--- config.mk ---
export PLATFORM = sky130hd
export DESIGN_NAME = snake_dir_input_flat
export DESIGN_NICKNAME = d
export VERILOG_FILES = /design/src/rtl/snake_dir_input_if.sv /design/src/rtl/snake_dir_input.sv /design/src/flat_wrapper.sv
export SDC_FILE = /design/constraint.sdc
export NUM_CORES = 1
export LEC_CHECK = 0
export ABC_AREA = 1
export CAP_MARGIN = 0
export CORE_ASPECT_RATIO = 1.5
export CORE_MARGIN = 10
export CORE_UTILIZATION = 33
export DETAILED_ROUTE_END_ITERATION = 16
export DONT_BUFFER_PORTS = 1
export PLACE_DENSITY = 0.57
export SYNTH_ARGS = -nofsm -noshare
export SYNTH_HDL_FRONTEND = slang
export SYNTH_SLANG_ARGS = --single-unit
--- constraint.sdc ---
create_clock -name ClkPort -period 3.3 [get_ports ClkPort]
set_input_delay 0.495 -clock ClkPort [delete_from_list [all_inputs] [get_ports ClkPort]]
set_output_delay 0.495 -clock ClkPort [all_outputs]
set_load 0.01 [all_outputs]
--- src/rtl/snake_dir_input_if.sv ---
// snake_dir_input_if
// Groups the raw buttons, the game-control strobes and the direction outputs
// of snake_dir_input into one bundle.
//   BtnU/BtnR/BtnD/BtnL : raw push buttons, asynchronous to the clock
//   game_run            : high while the game is in its run state
//   move_tick           : one-cycle movement strobe from the game timer
//   btn_pulse[3:0]      : debounced press pulses {L,D,R,U}
//   dir_out[1:0]        : committed direction (00 up, 01 right, 10 down, 11 left)
//   dir_pending[1:0]    : latched requested direction
//   pending_valid       : dir_pending holds an uncommitted request
//   dir_changed         : one-cycle pulse after dir_out changes
// The master drives buttons and strobes; the slave (the design) drives results.
interface snake_dir_input_if;
  logic       BtnU;
  logic       BtnR;
  logic       BtnD;
  logic       BtnL;
  logic       game_run;
  logic       move_tick;
  logic [3:0] btn_pulse;
  logic [1:0] dir_out;
  logic [1:0] dir_pending;
  logic       pending_valid;
  logic       dir_changed;

  modport master (
    output BtnU, BtnR, BtnD, BtnL, game_run, move_tick,
    input  btn_pulse, dir_out, dir_pending, pending_valid, dir_changed
  );

  modport slave (
    input  BtnU, BtnR, BtnD, BtnL, game_run, move_tick,
    output btn_pulse, dir_out, dir_pending, pending_valid, dir_changed
  );
endinterface

--- src/rtl/snake_dir_input.sv ---
// snake_dir_input
// Turns four raw push buttons into a snake direction. Each button goes
// through a two-flop synchronizer, a counter-based debouncer and a rising
// edge detector that yields a one-cycle press pulse. Press pulses are
// arbitrated (U > R > D > L), filtered against the reference direction
// (no repeats, no 180-degree reversals) and held pending until move_tick
// commits them into dir_out.
// Ports:
//   ClkPort : system clock
//   Reset_n : asynchronous active-low reset
//   bus     : snake_dir_input_if.slave (buttons, game_run, move_tick in;
//             btn_pulse, dir_out, dir_pending, pending_valid, dir_changed out)
// Parameters:
//   DEB_CYCLES : consecutive differing cycles needed to flip a debounced level
//   DEB_W      : debounce counter width, 2**DEB_W > DEB_CYCLES
module snake_dir_input #(
  parameter int DEB_CYCLES = 1000000,
  parameter int DEB_W      = 20
) (
  input logic              ClkPort,
  input logic              Reset_n,
  snake_dir_input_if.slave bus
);

  typedef enum logic {
    IDLE = 1'b0,
    PEND = 1'b1
  } state_e;

  localparam logic [DEB_W-1:0] DEB_LAST = DEB_W'(DEB_CYCLES - 1);
  localparam logic [1:0]       DIR_RIGHT = 2'b01;

  // Bit order everywhere below is {L,D,R,U}, so a bit index equals its
  // direction code.
  logic [3:0] raw;

  logic [3:0] sync1_q, sync1_d;
  logic [3:0] sync2_q, sync2_d;
  logic [3:0] deb_q, deb_d;
  logic [3:0] deb_prev_q, deb_prev_d;
  logic [3:0] btn_pulse_q, btn_pulse_d;
  logic [DEB_W-1:0] cnt_q [4];
  logic [DEB_W-1:0] cnt_d [4];

  state_e     state_q, state_d;
  logic [1:0] dir_out_q, dir_out_d;
  logic [1:0] dir_pending_q, dir_pending_d;
  logic       dir_changed_q, dir_changed_d;

  logic       req_valid;
  logic [1:0] req_dir;
  logic       commit;
  logic       accept;
  logic [1:0] dir_after;
  logic [1:0] ref_dir;

  assign raw = {bus.BtnL, bus.BtnD, bus.BtnR, bus.BtnU};

  // Front end: synchronize, debounce and edge-detect each button.
  always_comb begin
    sync1_d    = raw;
    sync2_d    = sync1_q;
    deb_d      = deb_q;
    deb_prev_d = deb_q;
    for (int i = 0; i < 4; i++) begin
      cnt_d[i] = '0;
      if (sync2_q[i] != deb_q[i]) begin
        // The level flips only after DEB_CYCLES consecutive differing samples.
        if (cnt_q[i] == DEB_LAST) begin
          deb_d[i] = ~deb_q[i];
        end else begin
          cnt_d[i] = cnt_q[i] + 1'b1;
        end
      end
    end
    // Registered rise detect on the debounced level; releases give nothing.
    btn_pulse_d = deb_q & ~deb_prev_q;
  end

  always_ff @(posedge ClkPort or negedge Reset_n) begin
    if (!Reset_n) begin
      sync1_q     <= '0;
      sync2_q     <= '0;
      deb_q       <= '0;
      deb_prev_q  <= '0;
      btn_pulse_q <= '0;
      for (int i = 0; i < 4; i++) begin
        cnt_q[i] <= '0;
      end
    end else begin
      sync1_q     <= sync1_d;
      sync2_q     <= sync2_d;
      deb_q       <= deb_d;
      deb_prev_q  <= deb_prev_d;
      btn_pulse_q <= btn_pulse_d;
      for (int i = 0; i < 4; i++) begin
        cnt_q[i] <= cnt_d[i];
      end
    end
  end

  // Fixed-priority pick among simultaneous pulses; the rest are dropped.
  always_comb begin
    req_valid = 1'b0;
    req_dir   = 2'b00;
    if (btn_pulse_q[0]) begin
      req_valid = 1'b1;
      req_dir   = 2'b00;
    end else if (btn_pulse_q[1]) begin
      req_valid = 1'b1;
      req_dir   = 2'b01;
    end else if (btn_pulse_q[2]) begin
      req_valid = 1'b1;
      req_dir   = 2'b10;
    end else if (btn_pulse_q[3]) begin
      req_valid = 1'b1;
      req_dir   = 2'b11;
    end
  end

  // Request FSM: state register.
  always_ff @(posedge ClkPort or negedge Reset_n) begin
    if (!Reset_n) begin
      state_q <= IDLE;
    end else begin
      state_q <= state_d;
    end
  end

  // Request FSM: next state. A request is judged against the direction the
  // snake will have once this cycle settles: the pending one while it is
  // still waiting, otherwise dir_out after any commit in this very cycle.
  always_comb begin
    commit    = (state_q == PEND) && bus.move_tick && bus.game_run;
    dir_after = commit ? dir_pending_q : dir_out_q;
    ref_dir   = ((state_q == PEND) && !bus.move_tick) ? dir_pending_q : dir_after;
    accept    = req_valid && bus.game_run && (req_dir != ref_dir) &&
                ((req_dir ^ ref_dir) != 2'b10);
    state_d   = state_q;
    if (!bus.game_run) begin
      state_d = IDLE;
    end else if (accept) begin
      state_d = PEND;
    end else if (commit) begin
      state_d = IDLE;
    end
  end

  // Request FSM: outputs. dir_changed only fires when the commit really
  // moves dir_out, since a pending request can end up equal to dir_out.
  always_comb begin
    dir_out_d     = dir_after;
    dir_pending_d = accept ? req_dir : dir_pending_q;
    dir_changed_d = commit && (dir_pending_q != dir_out_q);
  end

  always_ff @(posedge ClkPort or negedge Reset_n) begin
    if (!Reset_n) begin
      dir_out_q     <= DIR_RIGHT;
      dir_pending_q <= DIR_RIGHT;
      dir_changed_q <= 1'b0;
    end else begin
      dir_out_q     <= dir_out_d;
      dir_pending_q <= dir_pending_d;
      dir_changed_q <= dir_changed_d;
    end
  end

  assign bus.btn_pulse     = btn_pulse_q;
  assign bus.dir_out       = dir_out_q;
  assign bus.dir_pending   = dir_pending_q;
  assign bus.pending_valid = (state_q == PEND);
  assign bus.dir_changed   = dir_changed_q;

endmodule

--- src/flat_wrapper.sv ---
// flat-port wrapper written by rule: the top's interface ports become plain ports
module snake_dir_input_flat 
#(
  parameter int DEB_CYCLES = 1000000,
  parameter int DEB_W      = 20
)
  (ClkPort, Reset_n, bus_BtnU, bus_BtnR, bus_BtnD, bus_BtnL, bus_game_run, bus_move_tick, bus_btn_pulse, bus_dir_out, bus_dir_pending, bus_pending_valid, bus_dir_changed);
  snake_dir_input_if bus_i ();
  input logic ClkPort;
  input logic Reset_n;
  input wire logic [$bits(bus_i.BtnU)-1:0] bus_BtnU;
  input wire logic [$bits(bus_i.BtnR)-1:0] bus_BtnR;
  input wire logic [$bits(bus_i.BtnD)-1:0] bus_BtnD;
  input wire logic [$bits(bus_i.BtnL)-1:0] bus_BtnL;
  input wire logic [$bits(bus_i.game_run)-1:0] bus_game_run;
  input wire logic [$bits(bus_i.move_tick)-1:0] bus_move_tick;
  output wire logic [$bits(bus_i.btn_pulse)-1:0] bus_btn_pulse;
  output wire logic [$bits(bus_i.dir_out)-1:0] bus_dir_out;
  output wire logic [$bits(bus_i.dir_pending)-1:0] bus_dir_pending;
  output wire logic [$bits(bus_i.pending_valid)-1:0] bus_pending_valid;
  output wire logic [$bits(bus_i.dir_changed)-1:0] bus_dir_changed;
  assign bus_i.BtnU = bus_BtnU;
  assign bus_i.BtnR = bus_BtnR;
  assign bus_i.BtnD = bus_BtnD;
  assign bus_i.BtnL = bus_BtnL;
  assign bus_i.game_run = bus_game_run;
  assign bus_i.move_tick = bus_move_tick;
  assign bus_btn_pulse = bus_i.btn_pulse;
  assign bus_dir_out = bus_i.dir_out;
  assign bus_dir_pending = bus_i.dir_pending;
  assign bus_pending_valid = bus_i.pending_valid;
  assign bus_dir_changed = bus_i.dir_changed;
  snake_dir_input #(.DEB_CYCLES(DEB_CYCLES), .DEB_W(DEB_W)) u_core (.ClkPort(ClkPort), .Reset_n(Reset_n), .bus(bus_i));
endmodule
Word-level counts from Yosys, hierarchy flattened --
Index checks and enable logic that the tools add are counted.
Storage, ports and cells: register bits after elaboration 106, output and inout port bits 10, logic and storage cells 72
Operators by class: $add $sub $neg 4, equal/unequal tests 12, multiplexer cells 21, bitwise operators 7, reduce and logical (&&, ||, !) cells 12
Operators by type and width (number):
- two-way mux 20 bit | 8
- adder 20 x 1 -> 20 bit, second input constant | 4
- == test 20 bit, second input constant | 4
- two-way mux 2 bit | 6
- AND reduction 2 bit | 4
- logical AND 1 bit | 7
- two-way mux 1 bit | 7
- bitwise AND 4 bit | 1
- inequality test 1 bit | 4
- inequality test 2 bit | 2
- NOT 1 bit | 4
- NOT 4 bit | 1
- inequality test 3 x 1 -> 1 bit, second input constant | 1
- inequality test 2 bit, second input constant | 1
- XOR 2 bit | 1
- logical NOT 1 bit | 1

Logic depth before layout (Yosys ltp) --
depth after elaboration 9, depth in mapped cells 9, gate-level depth less buffers 9

Worst setup path after synthesis --
OpenSTA, ideal clock, no wires.
path kind reg2reg, from register u_core.cnt_q[0] (netlist bit), to register u_core.cnt_q[13] (netlist bit), data arrival time 1.263 ns, setup slack 1.919 ns, stages on the path, launching flop included 9, cells stage by stage dfrtp_1 ha_1 inv_1 nor3_4 nand3_2 nand2_4 inv_4 nand2_1 nor2_2
RTL lines:
- start, declared | line snake_dir_input.sv:42 | logic [DEB_W-1:0] cnt_q [4];
- start signal, assigned by index | line snake_dir_input.sv:97 | cnt_q[i] <= cnt_d[i];

==> metrics.md <==
| Metric | Value |
|---|---|
| Core Area | `~16000 µm²` |
| Main combinational cell family by area after synthesis | `simple AND/OR/NAND/NOR gates` |
| Synth top area share | `between 40% and 50%` |
| RSZ-0062 raised after global routing | `false` |
| Clock Latency Late Sink | `approximately 0.36 ns` |
| Non-Filler Cell Area, Final | `around 6100 µm²` |
| FFs w/ async S/R, synth | `between 90% and 100%` |
| Compound-gate portion of the synthesized area | `2.783%` |
| Post-Synth Adder-Cell Area | `less than 1%` |
| Chip width | `125.3 µm` |
| Postcts setup bufs | `0` |
| Fmax | `644.8 MHz` |
| Sequential-to-total area share from yosys stat | `about 48%` |
| Port-buffer cells | `0` |
| # diodes | `0` |
| YS warnings | `0` |
| Clock power share | `just under 50%` |
| Worst path required time | `3.55 ns` |
| Post-Syn Area | `5484 µm²` |
| Seq pwr share | `a little under half` |
| Drt initial violations | `239` |
| Cell Pwr Density | `~450 nW/µm²` |
| Layout area overhead | `12.09%` |
| Global route overflow | `0` |
| Post-DP Area | `roughly 5700 µm²` |
| Max_cap viols | `0` |
| Synthesized Nets | `between 600 and 700` |
| Layout cells sized above 1 | `11.99%` |
| Final setup viols | `0` |
| Gr usage total | `between 10% and 20%` |
| Final nets | `between 600 and 700` |
| Worst IR Drop VDD | `around 0.25 mV` |
| Slew at the pin with the worst max-slew slack | `0.5475 ns` |
| Switching power | `about 550 µW` |
| Place WS | `1.743 ns` |
| Global-route wire length before repair | `slightly below 20000 µm` |
| Finished Layout Cells | `between 800 and 900` |
| Dominant cell type by area after synthesis | `dfrtp_1` |
| Final Hold Fails | `0` |
| Worst-path fanout max | `9` |
| Leakage | `between 0.002 and 0.003 µW` |
| Filler Cell Count | `1700` |
| Cells after Synth | `about 670` |
| Slew Limit Fails | `0` |
| Initial cell density of the core | `about a third` |
| Die outline area | `between 20000 and 25000 µm²` |
| Worst clock skew | `~0.0094 ns` |
| Vias in the first global route | `approximately 4200` |
| RD Place Congestion | `a little over 0.8` |
| Status | `finished, final reports clean` |
| DR vias/cell | `4.746` |
| CP endpoint kind | `flip-flop` |
| Internal power | `2247 µW` |
| Drt first pass iters | `4` |
| Final worst-path setup slack | `around 1.7 ns` |
| Cell variety after synth | `31` |
| Initial antenna violation count | `0` |
| Placed Cells | `between 800 and 900` |
| CTS Buffer Depth | `2` |
| Routed wire per std cell | `about 13 µm` |
| Setup TNS | `0 ns` |
| CTS tree | `done` |
| Multiplexer area fraction after synthesis | `0.2053%` |
| Setup CP Type | `reg2reg` |
| Num Clock Sinks | `between 100 and 150` |
| Clock Tree Root | `clkbuf_16` |
| Top post-synthesis cells by area | `dfrtp_1, nor2_1, nand2_1, inv_1, nand3_1` |
| Syn_area_per_cell | `8.197 µm²` |
| Largest net degree at the start of global routing | `approximately 110` |
| CTS Buf Count | `9` |
| Post-synth EDFFs | `0` |
| Drt drc | `0` |
| Period minus WS final | `roughly 1.6 ns` |
| Dpl hpwl | `between 8000 and 9000 µm` |
| Most frequent cell after synthesis | `nor2_1` |
| # IOs | `18` |
| Core Util, Final | `roughly 38%` |
| Clock slew at reported path FFs | `0.07 ns` |
| XOR/XNOR Fraction of Synth Area | `under 10%` |
| Hold Crit Class | `in2async` |
| CP Launch Type | `flip-flop` |
| Max_slew headroom | `between 60 and 70%` |
| Top post-synthesis cells by count | `nor2_1, nand2_1, dfrtp_1` |
| Drt total wl | `about 11000 µm` |
| Post-route ant nets | `0` |
| Switching part of the total | `between 10% and 20%` |
| Combinational share of power | `between 2 and 3%` |
| Number of synthesized register bits | `between 100 and 150` |
| Final period util | `47.00%` |
| Crit path DAT | `1.80 ns` |
| Die height | `approximately 180 µm` |
| DR vias | `between 4000 and 5000` |
| Simple logic cell fraction of the synthesized area | `about 36%` |
| H-tree depth reported by CTS | `3` |
| Ys flop type | `dfrtp_1` |
| Row cnt | `between 50 and 60` |
==> final cells by class <==
cell class	count	area (µm²)	share of cell area [%]
multi-input cells	483	2519	40.97
well taps	206	257.7	4.193
repair buffers	1	27.53	0.4478
clock buffers	10	239.0	3.888
clock inverters	5	150.1	2.442
inverters	79	299.0	4.865
flip-flops and latches	106	2655	43.19
==> cell families (layout without fill, tap and decap cells) <==
group | Yosys count | count (layout)
xor gates and xnor gates | 38 | 38
DFF | 106 | 106
AOI/OAI and AO/OA | 29 | 29
muxes | 1 | 1
buffers and inverters | 80 | 95
adders and majority gates | 4 | 4
and+or+nand+nor | 411 | 411
==> registers in the layout, indices dropped and copies added, names as in the netlist, named ones only <==
register and cells:
u_core.bus.btn_pulse 4, u_core.bus.pending_valid 1, u_core.deb_prev_q 4, u_core.sync1_q 4, u_core.cnt_q 80, u_core.sync2_q 4
u_core.bus.dir_out 1, u_core.bus.dir_changed 1, u_core.bus.dir_pending 2, u_core.deb_prev_d 4
==> metal layers <==
| metal | global-route usage (%) | part of all wire (%) | vias to the layer above |
|---|---|---|---|
| li1 | - | - | 2141 |
| met1 | 12.26 | 43 | 2018 |
| met4 | 5.582 | 2.5 | 0 |
| met5 | 0 | 0 | - |
| met2 | 18.56 | 51 | 49 |
| met3 | 2.180 | 3.2 | 16 |
==> worst paths after layout <==
check                                                  from                     endpoint  slack (ns)  cells after the start
worst max register to register    u_core.cnt_q[0]$_DFF_PN0_   u_core.cnt_q[14]$_DFF_PN0_        1.75                      8
worst min-delay path                                Reset_n   u_core.cnt_q[11]$_DFF_PN0_        0.05                      1
worst max-delay path              u_core.cnt_q[0]$_DFF_PN0_   u_core.cnt_q[14]$_DFF_PN0_        1.75                      8
max in group asynchronous                           Reset_n  u_core.sync2_q[3]$_DFF_PN0_        2.81                      1
min in group ClkPort                               bus_BtnL  u_core.sync1_q[3]$_DFF_PN0_        0.16                      0
worst min register to register  u_core.sync1_q[1]$_DFF_PN0_  u_core.sync2_q[1]$_DFF_PN0_        0.35                      0
==> power by group through the flow <==
| stage | Combinational [µW] | Sequential, µW | Clock, µW |
|---|---|---|---|
| 2_1_floorplan | 44.8 | 1350 | 0 |
| 4_1_cts | 86.6 | 1330 | 1420 |
| 6_report | 82.2 | 1330 | 1380 |
| 3_5_place_dp | 55.4 | 1350 | 0 |
| 3_3_place_gp | 55.1 | 1350 | 0 |
| 5_1_grt | 97.4 | 1330 | 1480 |
==> cell usage in the layout (no fill, tap or decap), types with 2 or more instances in the layout <==
cell	instances
nand3_1	46
xnor2_1	17
nand4_1	16
inv_2	5
nand3_2	8
nor2_2	15
clkbuf_16	9
a21oi_1	20
bufinv_16	5
xor2_1	21
a31oi_1	4
nor2_1	144
nor3_1	21
dfstp_2	2
o21ai_0	4
nor2_4	8
inv_1	73
nand2_4	2
nand3b_1	3
dfrtp_1	104
nand2_1	120
nor3b_1	3
nor3_2	7
nor3_4	2
nand2_2	13
ha_1	4
==> metrics by stage <==
step	total power, µW	hold slack (ns)
after floorplan	1395	0.1994
after global placement	1407	0.2051
after detailed placement	1408	0.2054
after CTS	2838	0.1074
after global routing	2902	0.1188
final	2793	0.04618
==> what timing repair did <==
item | 4_1_cts | 5_1_grt
hold buffers | 1 | 0
gates resized for setup | 0 | 0
endpoints found under the hold margin | 106 | 0
==> worst max-delay path, cell delays in order, from the launching register on <==
cell	delay, ns
dfrtp_1	0.37
ha_1	0.25
inv_1	0.11
nor3_4	0.24
nand3_2	0.15
nand2_4	0.16
inv_4	0.06
nand2_1	0.07
nor2_1	0.04
Note: power is estimated with default switching activity, not from simulation.
